==> src/rtl/icap_stream_writer.sv <==
// ICAP write initiator: streams a 32-bit AXI-Stream bitstream into an ICAPE3 port.
// Handles AVAIL stalls, optional per-byte bit reversal, PR done/error and timeout.
module icap_stream_writer #(
    parameter int BIT_SWAP       = 1,
    parameter int TIMEOUT_CYCLES = 1000000,
    parameter int CNT_W          = 32
) (
    input  logic             CLK,
    input  logic             RST,
    input  logic             start,
    input  logic [31:0]      s_axis_tdata,
    input  logic             s_axis_tvalid,
    input  logic             s_axis_tlast,
    output logic             s_axis_tready,
    input  logic             ICAP_AVAIL,
    input  logic [31:0]      ICAP_O,
    input  logic             ICAP_PRDONE,
    input  logic             ICAP_PRERROR,
    output logic             ICAP_CSIB,
    output logic [31:0]      ICAP_I,
    output logic             ICAP_RDWRB,
    output logic             busy,
    output logic             done,
    output logic             error,
    output logic [1:0]       err_code,
    output logic [CNT_W-1:0] word_count
);

    typedef enum logic [2:0] {
        S_IDLE,
        S_ARM,
        S_WRITE,
        S_WAIT,
        S_DRAIN,
        S_FIN
    } state_t;

    localparam logic [1:0] ERR_NONE = 2'b00;
    localparam logic [1:0] ERR_PR   = 2'b01;
    localparam logic [1:0] ERR_TO   = 2'b10;
    localparam logic [CNT_W-1:0] TO_LAST = CNT_W'(TIMEOUT_CYCLES - 1);

    state_t           r_state;
    logic             r_csib;
    logic             r_rdwrb;
    logic [31:0]      r_i;
    logic             r_done;
    logic             r_error;
    logic [1:0]       r_err_code;
    logic [CNT_W-1:0] r_word_count;
    logic [CNT_W-1:0] r_to_cnt;

    state_t           w_next;
    logic             w_csib;
    logic             w_rdwrb;
    logic [31:0]      w_i;
    logic             w_done;
    logic             w_error;
    logic [1:0]       w_err_code;
    logic [CNT_W-1:0] w_word_count;
    logic [CNT_W-1:0] w_to_cnt;
    logic             w_tready;
    logic             w_beat;
    logic [31:0]      w_data;
    logic             w_unused_icap_o;

    // Readback path is never used by a write-only initiator
    assign w_unused_icap_o = ^ICAP_O;

    function automatic logic [31:0] f_swap(input logic [31:0] d);
        logic [31:0] r;
        r = '0;
        for (int k = 0; k < 4; k++) begin
            for (int j = 0; j < 8; j++) begin
                r[8*k+j] = d[8*k+7-j];
            end
        end
        return r;
    endfunction

    assign w_data = (BIT_SWAP != 0) ? f_swap(s_axis_tdata) : s_axis_tdata;

    always_comb begin
        w_tready = 1'b0;
        unique case (r_state)
            S_WRITE: w_tready = ICAP_AVAIL;
            S_DRAIN: w_tready = 1'b1;
            default: w_tready = 1'b0;
        endcase
    end

    assign w_beat = s_axis_tvalid & w_tready;

    always_comb begin
        w_next       = r_state;
        w_csib       = 1'b1;
        w_rdwrb      = r_rdwrb;
        w_i          = r_i;
        w_done       = 1'b0;
        w_error      = r_error;
        w_err_code   = r_err_code;
        w_word_count = r_word_count;
        w_to_cnt     = r_to_cnt;
        unique case (r_state)
            S_IDLE: begin
                if (start) begin
                    w_next       = S_ARM;
                    w_error      = 1'b0;
                    w_err_code   = ERR_NONE;
                    w_word_count = '0;
                end
            end
            S_ARM: begin
                w_rdwrb = 1'b0;
                w_next  = S_WRITE;
            end
            S_WRITE: begin
                if (ICAP_PRERROR) begin
                    // Error wins over a same-cycle beat; that beat is dropped
                    w_err_code = ERR_PR;
                    w_next     = (w_beat && s_axis_tlast) ? S_FIN : S_DRAIN;
                end else if (w_beat) begin
                    w_csib       = 1'b0;
                    w_i          = w_data;
                    w_word_count = r_word_count + CNT_W'(1);
                    if (s_axis_tlast) begin
                        w_next   = S_WAIT;
                        w_to_cnt = '0;
                    end
                end
            end
            S_WAIT: begin
                w_to_cnt = r_to_cnt + CNT_W'(1);
                if (ICAP_PRERROR) begin
                    w_err_code = ERR_PR;
                    w_next     = S_FIN;
                end else if (ICAP_PRDONE) begin
                    w_next = S_FIN;
                end else if (r_to_cnt == TO_LAST) begin
                    w_err_code = ERR_TO;
                    w_next     = S_FIN;
                end
            end
            S_DRAIN: begin
                if (w_beat && s_axis_tlast) begin
                    w_next = S_FIN;
                end
            end
            S_FIN: begin
                w_rdwrb = 1'b1;
                w_next  = S_IDLE;
            end
            default: begin
                w_next = S_IDLE;
            end
        endcase
        // done/error are registered, so they are loaded on the edge into FIN
        if (w_next == S_FIN && r_state != S_FIN) begin
            w_done  = 1'b1;
            w_error = (w_err_code != ERR_NONE);
        end
    end

    always_ff @(posedge CLK) begin
        if (RST) begin
            r_state      <= S_IDLE;
            r_csib       <= 1'b1;
            r_rdwrb      <= 1'b1;
            r_i          <= '0;
            r_done       <= 1'b0;
            r_error      <= 1'b0;
            r_err_code   <= ERR_NONE;
            r_word_count <= '0;
            r_to_cnt     <= '0;
        end else begin
            r_state      <= w_next;
            r_csib       <= w_csib;
            r_rdwrb      <= w_rdwrb;
            r_i          <= w_i;
            r_done       <= w_done;
            r_error      <= w_error;
            r_err_code   <= w_err_code;
            r_word_count <= w_word_count;
            r_to_cnt     <= w_to_cnt;
        end
    end

    assign s_axis_tready = w_tready;
    assign ICAP_CSIB     = r_csib;
    assign ICAP_I        = r_i;
    assign ICAP_RDWRB    = r_rdwrb;
    assign busy          = (r_state != S_IDLE);
    assign done          = r_done;
    assign error         = r_error;
    assign err_code      = r_err_code;
    assign word_count    = r_word_count;

endmodule
==> config.mk <==
export PLATFORM = sky130hd
export DESIGN_NAME = icap_stream_writer
export DESIGN_NICKNAME = d
export VERILOG_FILES = /design/src/rtl/icap_stream_writer.sv
export SDC_FILE = /design/constraint.sdc
export NUM_CORES = 1
export LEC_CHECK = 0
export BUFFER_PORTS_ARGS = -buffer_cell sky130_fd_sc_hd__buf_2
export CORE_UTILIZATION = 46
export CTS_CLUSTER_SIZE = 16
export DETAILED_ROUTE_END_ITERATION = 6
export GPL_TIMING_DRIVEN = 0
export PLACE_DENSITY_LB_ADDON = 0.3
export SLEW_MARGIN = 25
export SYNTH_ARGS = -nofsm -noshare
export SYNTH_HDL_FRONTEND = slang
export SYNTH_SLANG_ARGS = --single-unit
==> constraint.sdc <==
create_clock -name CLK -period 2 [get_ports CLK]
set_input_delay 0.3 -clock CLK [delete_from_list [all_inputs] [get_ports CLK]]
set_output_delay 0.3 -clock CLK [all_outputs]
set_load 0.1 [all_outputs]
### Word-level counts from Yosys, hierarchy flattened

Cells that the tools add are included.

| cells by class | value |
|---|---|
| reduce and logical (&&, ||, !) cells | 15 |
| eq/ne operators | 12 |
| $add $sub $neg | 2 |
| bitwise gates (word level) | 3 |
| muxes and demuxes | 31 |

Operators by type and width:

| operator | count |
|---|---|
| two-way mux 32 bit | 6 |
| case mux 32 bit (2 select lines) | 2 |
| adder 32 x 1 -> 32 bit, second input constant | 2 |
| == test 32 x 20 -> 1 bit, second input constant | 1 |
| two-way mux 3 bit | 8 |
| case mux 3 bit (5 select lines) | 1 |
| nonzero test 2 bit | 6 |
| two-way mux 2 bit | 5 |
| == test 3 bit, second input constant | 3 |
| != test 2 bit, second input constant | 4 |
| AND reduction 4 bit | 2 |
| == test 3 x 2 -> 1 bit, second input constant | 2 |
| two-way mux 1 bit | 6 |
| case mux 2 bit (3 select lines) | 1 |
| case mux 1 bit (2 select lines) | 2 |
| == test 3 x 1 -> 1 bit, second input constant | 1 |
| logical NOT 3 bit | 1 |
| != test 3 bit, second input constant | 1 |
| AND reduction 3 bit | 1 |
| nonzero test 3 bit | 1 |
| OR reduction 3 bit | 1 |
| logical AND 1 bit | 2 |
| inverter 1 bit | 2 |
| AND reduction 2 bit | 1 |
| AND 1 bit | 1 |

| word-level totals | value |
|---|---|
| output and inout port bits | 72 |
| flip-flop bits (word level) | 105 |
| bits of input ports | 72 |
| logic and storage cells | 72 |

### Logic depth before layout (Yosys ltp)

| logic depth | value |
|---|---|
| depth after elaboration | 11 |
| gate-level depth with buffers | 8 |
| depth with buffers taken out | 6 |

### Least setup slack after synthesis

OpenSTA, ideal clock, no wires.

| path | value |
|---|---|
| path type | register to register |
| start | register r_word_count[3], in the netlist word_count[3] |
| end | register r_word_count[31], in the netlist word_count[31] |
| setup time | 0.071 ns |
| clock period less this slack | 2.876 ns |
| data required time | 1.929 ns |
| buffers on the path | 1 |
| arrival time | 2.806 ns |
| cell stages (with the launch flop) | 7 |
| slack | -0.876 ns |
| cell sequence | dfxtp_1 -> nand4_1 -> nor4_2 -> nand3_1 -> clkbuf_1 -> or4_1 -> a21oi_1 |

| on the way | value |
|---|---|
| word-level cells in the longest chain between the ends | 4 |

Ends and longest elaborated chain:

| item | RTL line | RTL |
|---|---|---|
| start, declared | 50 | `logic [CNT_W-1:0] r_word_count;` |
| start signal, assigned | 183 | `r_word_count <= w_word_count;` |
| adder 32 x 1 -> 32 bit | 125 | `w_word_count = r_word_count + CNT_W'(1);` |
| two-way mux 32 bit | 122 | `end else if (w_beat) begin` |
| two-way mux 32 bit | 118 | `if (ICAP_PRERROR) begin` |
| case mux 32 bit (2 select lines) | 104 | `unique case (r_state)` |

No other way between the ends. The select of a mux whose other input is x is not followed.
A chain may end at the register's enable or synchronous reset.

### Worst setup path after layout

| path | value |
|---|---|
| start | register r_word_count[5], in the netlist word_count[5] |
| end | register r_word_count[31], in the netlist word_count[31] |

Same word-level chain as after synthesis.

==> metrics <==
slew at the pin closest to its max-slew limit 0.503 ns; Yosys reg bits approximately 110; final period utilization 101%; post-route antenna net violation count 0; Overall Global Routing Usage 24.2%; Vias 4763; final setup violation count 1; clock transition at the registers of the reported paths roughly 0.11 ns; count of mapped cells out of synthesis between 500 and 600; Crit path largest cell delay between 0.4 and 0.5 ns; post-detailed-route via-to-cell ratio 5.56; max-capacitance violation count 0; # nets final 793; wire per inst 14.6 um; final setup skew 0.0110 ns; Worst R2R Setup Slack -0.03 ns; first-pass iteration count of the detailed router 5; largest net degree at the start of global routing 20; tightest slew margin relative to the limit between 60% and 70%; Die Wd 103 um; share of layout cells above drive strength 1 31.6%; global routing's busiest layer met2; gr ovfl total 0; part of the total power dissipated in combinational logic about an eighth; top fanout value on the critical path 7; RSZ-0062 raised after global routing true; endpoint of the worst-slack reg-to-reg timing path word_count[31]$_SDFFE_PP0P_; Required @ worst endpoint ~2.3 ns; Bufs and invs on worst path 1; CTS tree built; total core area 9860 um^2; nature of the critical path startpoint flip-flop; power density over the cells 675 nW/um^2; number of unique standard cell types used by synthesis 53; share of total power consumed by net switching roughly 30%; initial core utilization between 40 and 50%; combined area of all synthesized cells 4720 um^2; design internal power 2.87 mW; first-pass GRT wire length 20600 um; total half-perimeter wirelength after legalization and detailed placement 8780 um; vertical extent of the die 103 um; endpoint class of the critical path flip-flop; First DRT Iteration DRCs 200; Warnings, synthesis 0; class of the most critical hold timing path in2reg; met3 capacity usage during global routing slightly above 7%; DRT Wirelength about 13000 um; Reg2Reg Depth 6; Clk pwr share 34.7%; number of buffers between clock root and the deepest sink 2; sequential share of power 52.0%; number of antenna violations at the first check in global routing 0; hold buffer count at CTS 0; clk_lat worst skew 0.38 ns; H-Tree Level Count 3; last weighted congestion value of the routability-driven placer 0.847; WS Path Type reg2reg; Critical Path, Cell by Cell nand4_1 > nor4_4 > nand3_2 > buf_8 > or4_4 > a21oi_2; total negative slack -0.0295 ns; dominant register cell in the synthesized netlist dfxtp_1; top-area cell type share of the netlist area 44.5%; Area contributors post-synth dfxtp_1 45%, nand2_1 7.9%, a21oi_1 6.8%, nor2_1 3.9%, xnor2_1 3.2%; vias in the first global route 4426; # DRC 0; share of synthesized registers carrying an async set or reset 0%; CP Data Arrival Time 2.34 ns; top cell type by total area after synthesis dfxtp_1; result of the run finished, violations left; Diodes inserted 0; sequential fraction of the synthesis area 44.5%; Hold Fails Final Rpt 0; Area Growth Syn to Fin 27.9%; Clock Sinks 105; crit path launch word_count[5]$_SDFFE_PP0P_; LEAKAGE around 2.3 nW; met1 Resource Use GR 30.9%; Total Power Consumption 4.08 mW; count of flip-flops with a built-in enable after synthesis 0; number of buffer cells added on primary ports ~110; clock buffers created by TritonCTS 9; Root Driver clkbuf_8; Worst path top cell family by delay simple AND/OR/NAND/NOR gates; post-synthesis average cell area 8.06 um^2; Post-Syn Nets 660; met2 global-route usage 39.7%; final count of pins violating max slew 0; number of I/O pins 144; most frequently used cell type in the post-synthesis netlist dfxtp_1; origin of the critical flop-to-flop path word_count[5]$_SDFFE_PP0P_; switching power total 1.21 mW; most used standard cells in the synthesized netlist 105 x dfxtp_1, 99 x nand2_1, 64 x a21oi_1; highest clock rate 0.493 GHz; violated checks negative setup slack; worst setup path endpoint word_count[31]$_SDFFE_PP0P_; Worst IR Drop VDD 0.487 mV; post-route setup slack -0.0295 ns; DIE AREA 10700 um^2; number of stages on the worst setup path 6; Placement Rows 36; Worst Setup Slack post-DPL -0.360 ns; final worst path period need 2.03 ns; cell at the slowest stage of the critical path nor4_4
[stage by stage]
step           cell area, um^2  util [%]  std cells  hold slack, ns
2_1_floorplan             4800         -        586           0.436
4_1_cts                   5930      60.1        856           0.128
3_3_place_gp              5530      56.0        830           0.440
5_1_grt                   6040      61.3        857           0.130
6_report                  6040      61.3        857           0.144
3_5_place_dp              5530      56.0        830           0.444
[per-layer routing]
layer	wire [um]	up-vias	share of wire, %
met2	6060	143	48
met1	5500	2248	44
met4	119	0	0.95
met5	0	-	0
met3	864	13	6.9
li1	-	2359	-
[worst min-delay path by stage]
stage,from,endpoint,slack (ns),cells past startpoint
2_1_floorplan,s_axis_tdata[7],ICAP_I[0]$_SDFFE_PP0P_,0.44,2
3_3_place_gp,ICAP_I[23]$_SDFFE_PP0P_,ICAP_I[23]$_SDFFE_PP0P_,0.44,2
3_5_place_dp,ICAP_I[27]$_SDFFE_PP0P_,ICAP_I[27]$_SDFFE_PP0P_,0.44,2
4_1_cts,s_axis_tdata[1],ICAP_I[6]$_SDFFE_PP0P_,0.13,3
5_1_grt,s_axis_tdata[1],ICAP_I[6]$_SDFFE_PP0P_,0.13,3
6_report,s_axis_tdata[1],ICAP_I[6]$_SDFFE_PP0P_,0.14,3
[logic make-up (layout without fill, tap and decap cells)]
| group | count (synthesis) | after routing | share of synthesized area (%) |
|---|---|---|---|
| AO/OA/AOI/OAI | 124 | 124 | 15.6 |
| multiplexers | 3 | 3 | 0.636 |
| flip-flops | 105 | 105 | 44.5 |
| AND/OR/NAND/NOR | 278 | 278 | 30.0 |
| XOR/XNOR | 26 | 26 | 4.82 |
| adder cells (fa/ha/maj) | 2 | 2 | 0.530 |
| buffers and inverters | 48 | 186 | 3.87 |
[worst register-to-register path: stages (launching register included)]
cell	delay, ns
dfxtp_4	0.37
nand4_1	0.23
nor4_4	0.43
nand3_2	0.21
buf_8	0.19
or4_4	0.41
a21oi_2	0.13
[sequential cells by signal, indices dropped and copies added, names as in the netlist]
register	cells
r_state	3
ICAP_RDWRB	1
error	1
ICAP_CSIB	1
r_to_cnt	32
err_code	2
word_count	32
ICAP_I	32
done	1
[area by class of cell]
type / instances / area (um^2)
buffer: 29 / 156
clock buffer: 9 / 124
clock inverter: 7 / 86.3
fill: 868 / 3820
inverter: 12 / 45.0
multi-input combinational: 433 / 2590
sequential: 105 / 2180
tap: 133 / 166
timing repair buffer: 129 / 694
[layout by cell type (no fill, tap or decap), types with 7 or more instances in the layout]
cell and n:
nand2_1 99, dfxtp_1 68, inv_1 12, clkbuf_1 15
o21ai_0 19, nand3_1 19, or4_1 8, a21oi_1 61
dfxtp_2 26, dfxtp_4 11, buf_4 18, and3_1 8
clkbuf_8 10, nor3_1 8, buf_2 113, nor4_1 11
nand4_1 20, nor2_1 47, xnor2_1 17, xor2_1 9
or3_1 18, clkbuf_2 7
[power by group through the flow]
stage / combinational (mW) / sequential (mW) / clock (mW)
global route: 0.585 / 2.12 / 1.54
CTS: 0.532 / 2.12 / 1.46
detailed placement: 0.485 / 2.17 / 0
global placement: 0.480 / 2.17 / 0
floorplan: 0.256 / 2.27 / 0
finish: 0.543 / 2.12 / 1.41
[repair_timing]
item | CTS | global route
resized for setup | 37 | 33
setup buffers | 12 | 6
pin swaps | 13 | 13
endpoints found under the setup margin | 78 | 53
Note: power is estimated with default switching activity, not from simulation.
